<file path="config.mk">
export PLATFORM = sky130hd
export DESIGN_NAME = memory_stage_flat
export DESIGN_NICKNAME = d
export VERILOG_FILES = /design/src/rtl/cpu_types_pkg.sv /design/src/rtl/memory_stage_if.sv /design/src/rtl/memory_stage.sv /design/src/flat_wrapper.sv
export SDC_FILE = /design/constraint.sdc
export NUM_CORES = 1
export LEC_CHECK = 0
export CORE_AREA = 2 2 140 142
export CTS_BUF_LIST = sky130_fd_sc_hd__clkbuf_16
export DETAILED_ROUTE_END_ITERATION = 16
export DIE_AREA = 0 0 142 144
export DONT_BUFFER_PORTS = 1
export PLACE_DENSITY = 0.39
export SLEW_MARGIN = 5
export SYNTH_ARGS = -nofsm -noshare
export SYNTH_HDL_FRONTEND = slang
export SYNTH_SLANG_ARGS = --single-unit
</file>
<file path="constraint.sdc">
create_clock -name CLK -period 2.6 [get_ports CLK]
set_input_delay 0.78 -clock CLK [delete_from_list [all_inputs] [get_ports CLK]]
set_output_delay 0.78 -clock CLK [all_outputs]
set_load 0.1 [all_outputs]
</file>
<file path="src/rtl/cpu_types_pkg.sv">
// ============================================================================
// Module : cpu_types_pkg
// Brief  : Shared CPU word/register types and memory-stage FSM encoding.
// Rev    : 1.0  initial release
// ============================================================================
`default_nettype none

package cpu_types_pkg;

    localparam int WORD_W = 32;
    localparam int REG_W  = 5;

    typedef logic [WORD_W-1:0] word_t;
    typedef logic [REG_W-1:0]  regbits_t;

    typedef enum logic [1:0] {
        IDLE   = 2'd0,
        ACCESS = 2'd1,
        HALTED = 2'd2
    } memstage_state_t;

    localparam regbits_t RA_REG = 5'd31;

endpackage

`default_nettype wire

</file>
<file path="src/rtl/memory_stage_if.sv">
// ============================================================================
// Module : memory_stage_if
// Brief  : Execute-side inputs, data-cache handshake and writeback bundle.
// Rev    : 1.0  initial release
// ============================================================================
`default_nettype none

interface memory_stage_if;
    import cpu_types_pkg::*;

    word_t    ex_pc_plus_4, ex_baddr, ex_jaddr, ex_portout, ex_rdat2;
    logic     ex_zero, ex_Branch, ex_bne, ex_Jump, ex_JAL;
    logic     ex_MemtoReg, ex_dREN, ex_dWEN, ex_regWEN, ex_halt;
    regbits_t ex_wsel;

    logic     dhit;
    word_t    dmemload;
    logic     dmemREN, dmemWEN;
    word_t    dmemaddr, dmemstore;

    logic     mem_busy;
    logic     redirect;
    word_t    redirect_addr;

    logic     wb_regWEN, wb_halt;
    regbits_t wb_wsel;
    word_t    wb_wdat;

    modport ms (
        input  ex_pc_plus_4, ex_baddr, ex_jaddr, ex_portout, ex_rdat2,
        input  ex_zero, ex_Branch, ex_bne, ex_Jump, ex_JAL,
        input  ex_MemtoReg, ex_dREN, ex_dWEN, ex_regWEN, ex_halt, ex_wsel,
        input  dhit, dmemload,
        output dmemREN, dmemWEN, dmemaddr, dmemstore,
        output mem_busy, redirect, redirect_addr,
        output wb_regWEN, wb_halt, wb_wsel, wb_wdat
    );

    modport tb (
        output ex_pc_plus_4, ex_baddr, ex_jaddr, ex_portout, ex_rdat2,
        output ex_zero, ex_Branch, ex_bne, ex_Jump, ex_JAL,
        output ex_MemtoReg, ex_dREN, ex_dWEN, ex_regWEN, ex_halt, ex_wsel,
        output dhit, dmemload,
        input  dmemREN, dmemWEN, dmemaddr, dmemstore,
        input  mem_busy, redirect, redirect_addr,
        input  wb_regWEN, wb_halt, wb_wsel, wb_wdat
    );

endinterface

`default_nettype wire

</file>
<file path="src/rtl/memory_stage.sv">
// ============================================================================
// Module : memory_stage
// Brief  : Pipeline MEM stage: cache request/stall, branch redirect, MEM/WB latch.
// Rev    : 1.0  initial release
// ============================================================================
`default_nettype none

module memory_stage
    import cpu_types_pkg::*;
#(
    parameter int STALL_CNT_W = 16
) (
    input  wire logic                   CLK,
    input  wire logic                   nRST,
    memory_stage_if.ms                  bus,
    output logic [STALL_CNT_W-1:0]      stall_cnt
);

    memstage_state_t          r_state;
    memstage_state_t          w_next_state;
    logic                     w_halted;
    logic                     w_req;
    logic                     w_busy;
    logic                     w_taken;

    logic                     r_wb_regwen;
    logic                     r_wb_halt;
    regbits_t                 r_wb_wsel;
    word_t                    r_wb_wdat;
    logic [STALL_CNT_W-1:0]   r_stall_cnt;

    // Gating with nRST drops an in-flight request the moment reset asserts.
    assign w_halted = (r_state == HALTED);
    assign w_req    = (bus.ex_dREN | bus.ex_dWEN) & ~w_halted & nRST;
    assign w_busy   = w_req & ~bus.dhit;
    assign w_taken  = bus.ex_Branch & (bus.ex_zero ^ bus.ex_bne);

    assign bus.dmemWEN   = w_req & bus.ex_dWEN;
    assign bus.dmemREN   = w_req & bus.ex_dREN & ~bus.ex_dWEN;
    assign bus.dmemaddr  = bus.ex_portout;
    assign bus.dmemstore = bus.ex_rdat2;
    assign bus.mem_busy  = w_busy;

    // A halting instruction suppresses any redirect it also carries.
    assign bus.redirect      = (w_taken | bus.ex_Jump) & ~w_busy & ~w_halted & ~bus.ex_halt;
    assign bus.redirect_addr = w_taken ? bus.ex_baddr : bus.ex_jaddr;

    assign bus.wb_regWEN = r_wb_regwen;
    assign bus.wb_halt   = r_wb_halt;
    assign bus.wb_wsel   = r_wb_wsel;
    assign bus.wb_wdat   = r_wb_wdat;
    assign stall_cnt     = r_stall_cnt;

    always_ff @(posedge CLK or negedge nRST) begin
        if (!nRST) begin
            r_state <= IDLE;
        end else begin
            r_state <= w_next_state;
        end
    end

    always_comb begin
        w_next_state = r_state;
        case (r_state)
            IDLE: begin
                if (bus.ex_halt & ~w_busy) begin
                    w_next_state = HALTED;
                end else if (w_busy) begin
                    w_next_state = ACCESS;
                end
            end
            ACCESS: begin
                if (bus.ex_halt & ~w_busy) begin
                    w_next_state = HALTED;
                end else if (bus.dhit) begin
                    w_next_state = IDLE;
                end
            end
            HALTED: begin
                w_next_state = HALTED;
            end
            default: begin
                w_next_state = IDLE;
            end
        endcase
    end

    always_ff @(posedge CLK or negedge nRST) begin
        if (!nRST) begin
            r_wb_regwen <= 1'b0;
            r_wb_halt   <= 1'b0;
            r_wb_wsel   <= '0;
            r_wb_wdat   <= '0;
        end else if (w_halted) begin
            r_wb_regwen <= 1'b0;
        end else if (w_busy) begin
            r_wb_regwen <= 1'b0;
            r_wb_halt   <= 1'b0;
        end else begin
            r_wb_regwen <= bus.ex_regWEN;
            r_wb_halt   <= bus.ex_halt;
            r_wb_wsel   <= bus.ex_JAL ? RA_REG : bus.ex_wsel;
            r_wb_wdat   <= bus.ex_JAL      ? bus.ex_pc_plus_4 :
                           bus.ex_MemtoReg ? bus.dmemload     : bus.ex_portout;
        end
    end

    always_ff @(posedge CLK or negedge nRST) begin
        if (!nRST) begin
            r_stall_cnt <= '0;
        end else if (w_busy && (r_stall_cnt != {STALL_CNT_W{1'b1}})) begin
            r_stall_cnt <= r_stall_cnt + 1'b1;
        end
    end

endmodule

`default_nettype wire
</file>
<file path="src/flat_wrapper.sv">
// flat-port wrapper written by rule: the top's interface ports become plain ports
module memory_stage_flat import cpu_types_pkg::*;
#(
    parameter int STALL_CNT_W = 16
)
  (CLK, nRST, stall_cnt, bus_ex_pc_plus_4, bus_ex_baddr, bus_ex_jaddr, bus_ex_portout, bus_ex_rdat2, bus_ex_zero, bus_ex_Branch, bus_ex_bne, bus_ex_Jump, bus_ex_JAL, bus_ex_MemtoReg, bus_ex_dREN, bus_ex_dWEN, bus_ex_regWEN, bus_ex_halt, bus_ex_wsel, bus_dhit, bus_dmemload, bus_dmemREN, bus_dmemWEN, bus_dmemaddr, bus_dmemstore, bus_mem_busy, bus_redirect, bus_redirect_addr, bus_wb_regWEN, bus_wb_halt, bus_wb_wsel, bus_wb_wdat);
  memory_stage_if bus_i ();
  input  wire logic CLK;
  input  wire logic nRST;
  output logic [STALL_CNT_W-1:0] stall_cnt;
  input wire logic [$bits(bus_i.ex_pc_plus_4)-1:0] bus_ex_pc_plus_4;
  input wire logic [$bits(bus_i.ex_baddr)-1:0] bus_ex_baddr;
  input wire logic [$bits(bus_i.ex_jaddr)-1:0] bus_ex_jaddr;
  input wire logic [$bits(bus_i.ex_portout)-1:0] bus_ex_portout;
  input wire logic [$bits(bus_i.ex_rdat2)-1:0] bus_ex_rdat2;
  input wire logic [$bits(bus_i.ex_zero)-1:0] bus_ex_zero;
  input wire logic [$bits(bus_i.ex_Branch)-1:0] bus_ex_Branch;
  input wire logic [$bits(bus_i.ex_bne)-1:0] bus_ex_bne;
  input wire logic [$bits(bus_i.ex_Jump)-1:0] bus_ex_Jump;
  input wire logic [$bits(bus_i.ex_JAL)-1:0] bus_ex_JAL;
  input wire logic [$bits(bus_i.ex_MemtoReg)-1:0] bus_ex_MemtoReg;
  input wire logic [$bits(bus_i.ex_dREN)-1:0] bus_ex_dREN;
  input wire logic [$bits(bus_i.ex_dWEN)-1:0] bus_ex_dWEN;
  input wire logic [$bits(bus_i.ex_regWEN)-1:0] bus_ex_regWEN;
  input wire logic [$bits(bus_i.ex_halt)-1:0] bus_ex_halt;
  input wire logic [$bits(bus_i.ex_wsel)-1:0] bus_ex_wsel;
  input wire logic [$bits(bus_i.dhit)-1:0] bus_dhit;
  input wire logic [$bits(bus_i.dmemload)-1:0] bus_dmemload;
  output wire logic [$bits(bus_i.dmemREN)-1:0] bus_dmemREN;
  output wire logic [$bits(bus_i.dmemWEN)-1:0] bus_dmemWEN;
  output wire logic [$bits(bus_i.dmemaddr)-1:0] bus_dmemaddr;
  output wire logic [$bits(bus_i.dmemstore)-1:0] bus_dmemstore;
  output wire logic [$bits(bus_i.mem_busy)-1:0] bus_mem_busy;
  output wire logic [$bits(bus_i.redirect)-1:0] bus_redirect;
  output wire logic [$bits(bus_i.redirect_addr)-1:0] bus_redirect_addr;
  output wire logic [$bits(bus_i.wb_regWEN)-1:0] bus_wb_regWEN;
  output wire logic [$bits(bus_i.wb_halt)-1:0] bus_wb_halt;
  output wire logic [$bits(bus_i.wb_wsel)-1:0] bus_wb_wsel;
  output wire logic [$bits(bus_i.wb_wdat)-1:0] bus_wb_wdat;
  assign bus_i.ex_pc_plus_4 = bus_ex_pc_plus_4;
  assign bus_i.ex_baddr = bus_ex_baddr;
  assign bus_i.ex_jaddr = bus_ex_jaddr;
  assign bus_i.ex_portout = bus_ex_portout;
  assign bus_i.ex_rdat2 = bus_ex_rdat2;
  assign bus_i.ex_zero = bus_ex_zero;
  assign bus_i.ex_Branch = bus_ex_Branch;
  assign bus_i.ex_bne = bus_ex_bne;
  assign bus_i.ex_Jump = bus_ex_Jump;
  assign bus_i.ex_JAL = bus_ex_JAL;
  assign bus_i.ex_MemtoReg = bus_ex_MemtoReg;
  assign bus_i.ex_dREN = bus_ex_dREN;
  assign bus_i.ex_dWEN = bus_ex_dWEN;
  assign bus_i.ex_regWEN = bus_ex_regWEN;
  assign bus_i.ex_halt = bus_ex_halt;
  assign bus_i.ex_wsel = bus_ex_wsel;
  assign bus_i.dhit = bus_dhit;
  assign bus_i.dmemload = bus_dmemload;
  assign bus_dmemREN = bus_i.dmemREN;
  assign bus_dmemWEN = bus_i.dmemWEN;
  assign bus_dmemaddr = bus_i.dmemaddr;
  assign bus_dmemstore = bus_i.dmemstore;
  assign bus_mem_busy = bus_i.mem_busy;
  assign bus_redirect = bus_i.redirect;
  assign bus_redirect_addr = bus_i.redirect_addr;
  assign bus_wb_regWEN = bus_i.wb_regWEN;
  assign bus_wb_halt = bus_i.wb_halt;
  assign bus_wb_wsel = bus_i.wb_wsel;
  assign bus_wb_wdat = bus_i.wb_wdat;
  memory_stage #(.STALL_CNT_W(STALL_CNT_W)) u_core (.CLK(CLK), .nRST(nRST), .bus(bus_i), .stall_cnt(stall_cnt));
endmodule
</file>
==> impl_metrics.env <==
export IMPL_crit_path_end_kind="primary output"
export IMPL_tightestPinTransition_ns=0.3783
export IMPL_grt_overflow_total=0
export IMPL_report_final_setup_viol=0
export IMPL_insertion_delay_ns=0.33
export IMPL_antenna_found_initial=1
export IMPL_synthTopCellsByArea="dfrtp_1 (37%), buf_4 (13%), mux2_2 (9.2%)"
export IMPL_syn_cell_area_sq_um=3899
export IMPL_initial_core_util=0.2043
export IMPL_dr_pass1_iters=4
export IMPL_worst_path_buf_inv=2
export IMPL_final_common_cell="buf_4"
export IMPL_io_pins=365
export IMPL_place_gp_congestion=0.7979
export IMPL_cts_setup_buffers=0
export IMPL_vias=2954
export IMPL_dieArea_sq_um=20450
export IMPL_crit_slowest_cell="mux2_2"
export IMPL_grt_start_max_net_pins=75
export IMPL_cts_root_buffer="clkbuf_16"
export IMPL_syn_inst=427
export IMPL_clk_path_buf_depth=2
export IMPL_remaining_drc_errors=0
export IMPL_syn_nets=638
export IMPL_htreeDepth=3
export IMPL_max_vdd_ir_drop_uv=266.6
export IMPL_ys_types=33
export IMPL_cp_data_required_time_ns=1.82
export IMPL_finalHoldViolations=0
export IMPL_grt_pass1_wl_um=18040
export IMPL_yosysTopAreaCellShare=0.3659
export IMPL_fin_crit_ns=2.532
export IMPL_r2r_end="u_core.stall_cnt[1]"
export IMPL_cts_hold_fix_buffers=0
export IMPL_placed_area_sq_um=4324
export IMPL_synth_seq_area_share=0.3659
export IMPL_final_area_sq_um=4652
export IMPL_vias_per_cell=4.476
export IMPL_die_h_um=144
export IMPL_hold_path_class="input pin to async pin"
export IMPL_finClkSkew_ns=0.009946
export IMPL_grt_pass1_vias=2882
export IMPL_drv_slew=0
export IMPL_routed_wl_um=12860
export IMPL_synth_largest_area_cell="dfrtp_1"
export IMPL_ys_ff_latch=57
export IMPL_drt_iter0_drc=87
export IMPL_relSlewSlack=0.7478
export IMPL_syn_area_per_cell_sq_um=9.131
export IMPL_ys_warn_count=0
export IMPL_period_share=0.9739
export IMPL_worst_r2r_setup_slack_ns=0.74
export IMPL_worstSetupStartpointType="input pin"
export IMPL_crit_type="input pin to primary output"
export IMPL_path_delay_family="multiplexers"
export IMPL_detail_route_antenna_nets=0
export IMPL_cts_buffers=9
export IMPL_grt_usage=0.1207
export IMPL_post_cts_resized=0
export IMPL_path_max_fanout=7
export IMPL_fin_nets=627
export IMPL_drive_above_1_share=0.3135
export IMPL_worstPathArrival_ns=1.75
export IMPL_num_rows=51
export IMPL_clock_sinks=57
export IMPL_worst_r2r_startpoint="u_core.stall_cnt[1]"
export IMPL_clk_pin_slew_ns=0.05
export IMPL_crit_path_start="bus_ex_bne"
export IMPL_core_area_sq_um=19080
export IMPL_die_w_um=142
export IMPL_dpl_hpwl_um=10200
export IMPL_numPortBuffers=0
export IMPL_hold_ws_ns=0.1490
export IMPL_drv_cap=0
export IMPL_clock_fmax_mhz=394.9
export IMPL_worstPathCellList="xor2_2 > nand2_4 > buf_12 > mux2_2 > buf_12"
export IMPL_reg2regPathDepth=6
export IMPL_fin_util=0.2438
export IMPL_wl_per_cell_um=19.48
export IMPL_cts_tree="yes"
export IMPL_slowest_delay_ns=0.36
export IMPL_power_density_nw_per_um2=563.7
export IMPL_cpMostUsedCell="buf_12"
export IMPL_power_leakage_uw=0.002298
export IMPL_syn_to_final_growth_pct=19.32
export IMPL_layout_common_cells="buf_4 (61), dfrtp_1 (57), nand2_1 (41)"
export IMPL_rsz0062_at_grt="false"
export IMPL_status="completed"
==> registers in the layout, indices dropped and copies added (netlist names) <==
name / count
u_core.bus.wb_regWEN: 1
u_core.r_state: 2
u_core.bus.wb_wdat: 32
u_core.bus.wb_wsel: 5
u_core.bus.wb_halt: 1
u_core.stall_cnt: 16
==> worst max-delay path by stage <==
stage                                  to  cells past startpoint
finish              bus_redirect_addr[31]                      5
floorplan                    bus_redirect                      5
detailed placement   bus_redirect_addr[0]                      5
global placement    bus_redirect_addr[31]                      5
global route        bus_redirect_addr[31]                      5
CTS                  bus_redirect_addr[0]                      5
==> Yosys cell counts, drive strengths merged <==
cell type and instances:
nand2b 3, ha 1, o2111ai 1, clkbuf 9, mux2 33, nor3b 2, dfrtp 57, and4 2
buf 81, and4b 1, o31ai 1, inv 4, nor2 40, nor4 7, xor2 16, nand2 42
nor4b 2, and3 4, a221oi 1, o21ai 39, a21oi 33, mux2i 32, nand4 4, nor3 5
nand3 6, or2 1
==> final cells by class <==
class | instances | area (sq um)
inverter | 4 | 15.01
clock inverter | 7 | 62.56
antenna | 1 | 2.502
tap | 238 | 297.8
fill | 2059 | 14430
multi-input combinational | 276 | 2019
clock buffer | 9 | 225.2
sequential | 57 | 1426
timing repair buffer | 68 | 603.1
==> cell families (layout without fill, tap and decap cells) <==
kind of cell	count (synthesis)	after routing	synth area share
compound gates	75	75	0.09885
xor+xnor	16	16	0.03594
fa+ha+maj	1	1	0.003209
buf+inv	94	88	0.1589
flops	57	57	0.3659
mux	65	65	0.1775
other cells	0	1	0
simple gates	119	119	0.1598
==> per-layer routing <==
metal	up-vias	routed length [um]	GRT usage
met1	1361	4895	0.1352
met2	188	6567	0.2082
met4	0	306	0.04526
met3	26	1086	0.04669
met5	-	0	0
li1	1379	-	-
==> through the flow <==
step	total power [uW]	worst slack, ns	std cells	TNS, ns
global placement	1468	0.04002	642	0
CTS	2673	0.02044	658	0
global route	2745	0.04893	660	0
detailed placement	1472	0.02265	642	0
finish	2622	0.06785	660	0
floorplan	1911	-0.2081	427	-0.2081
==> report_power, final <==
part | internal, uW | total [uW] | switching [uW] | leakage [uW]
Clock | 731 | 1160 | 429 | 0.000142
Sequential | 888 | 888 | 0 | 0.000786
Combinational | 151 | 575 | 424 | 0.00137
Note: power is estimated with default switching activity, not from simulation.
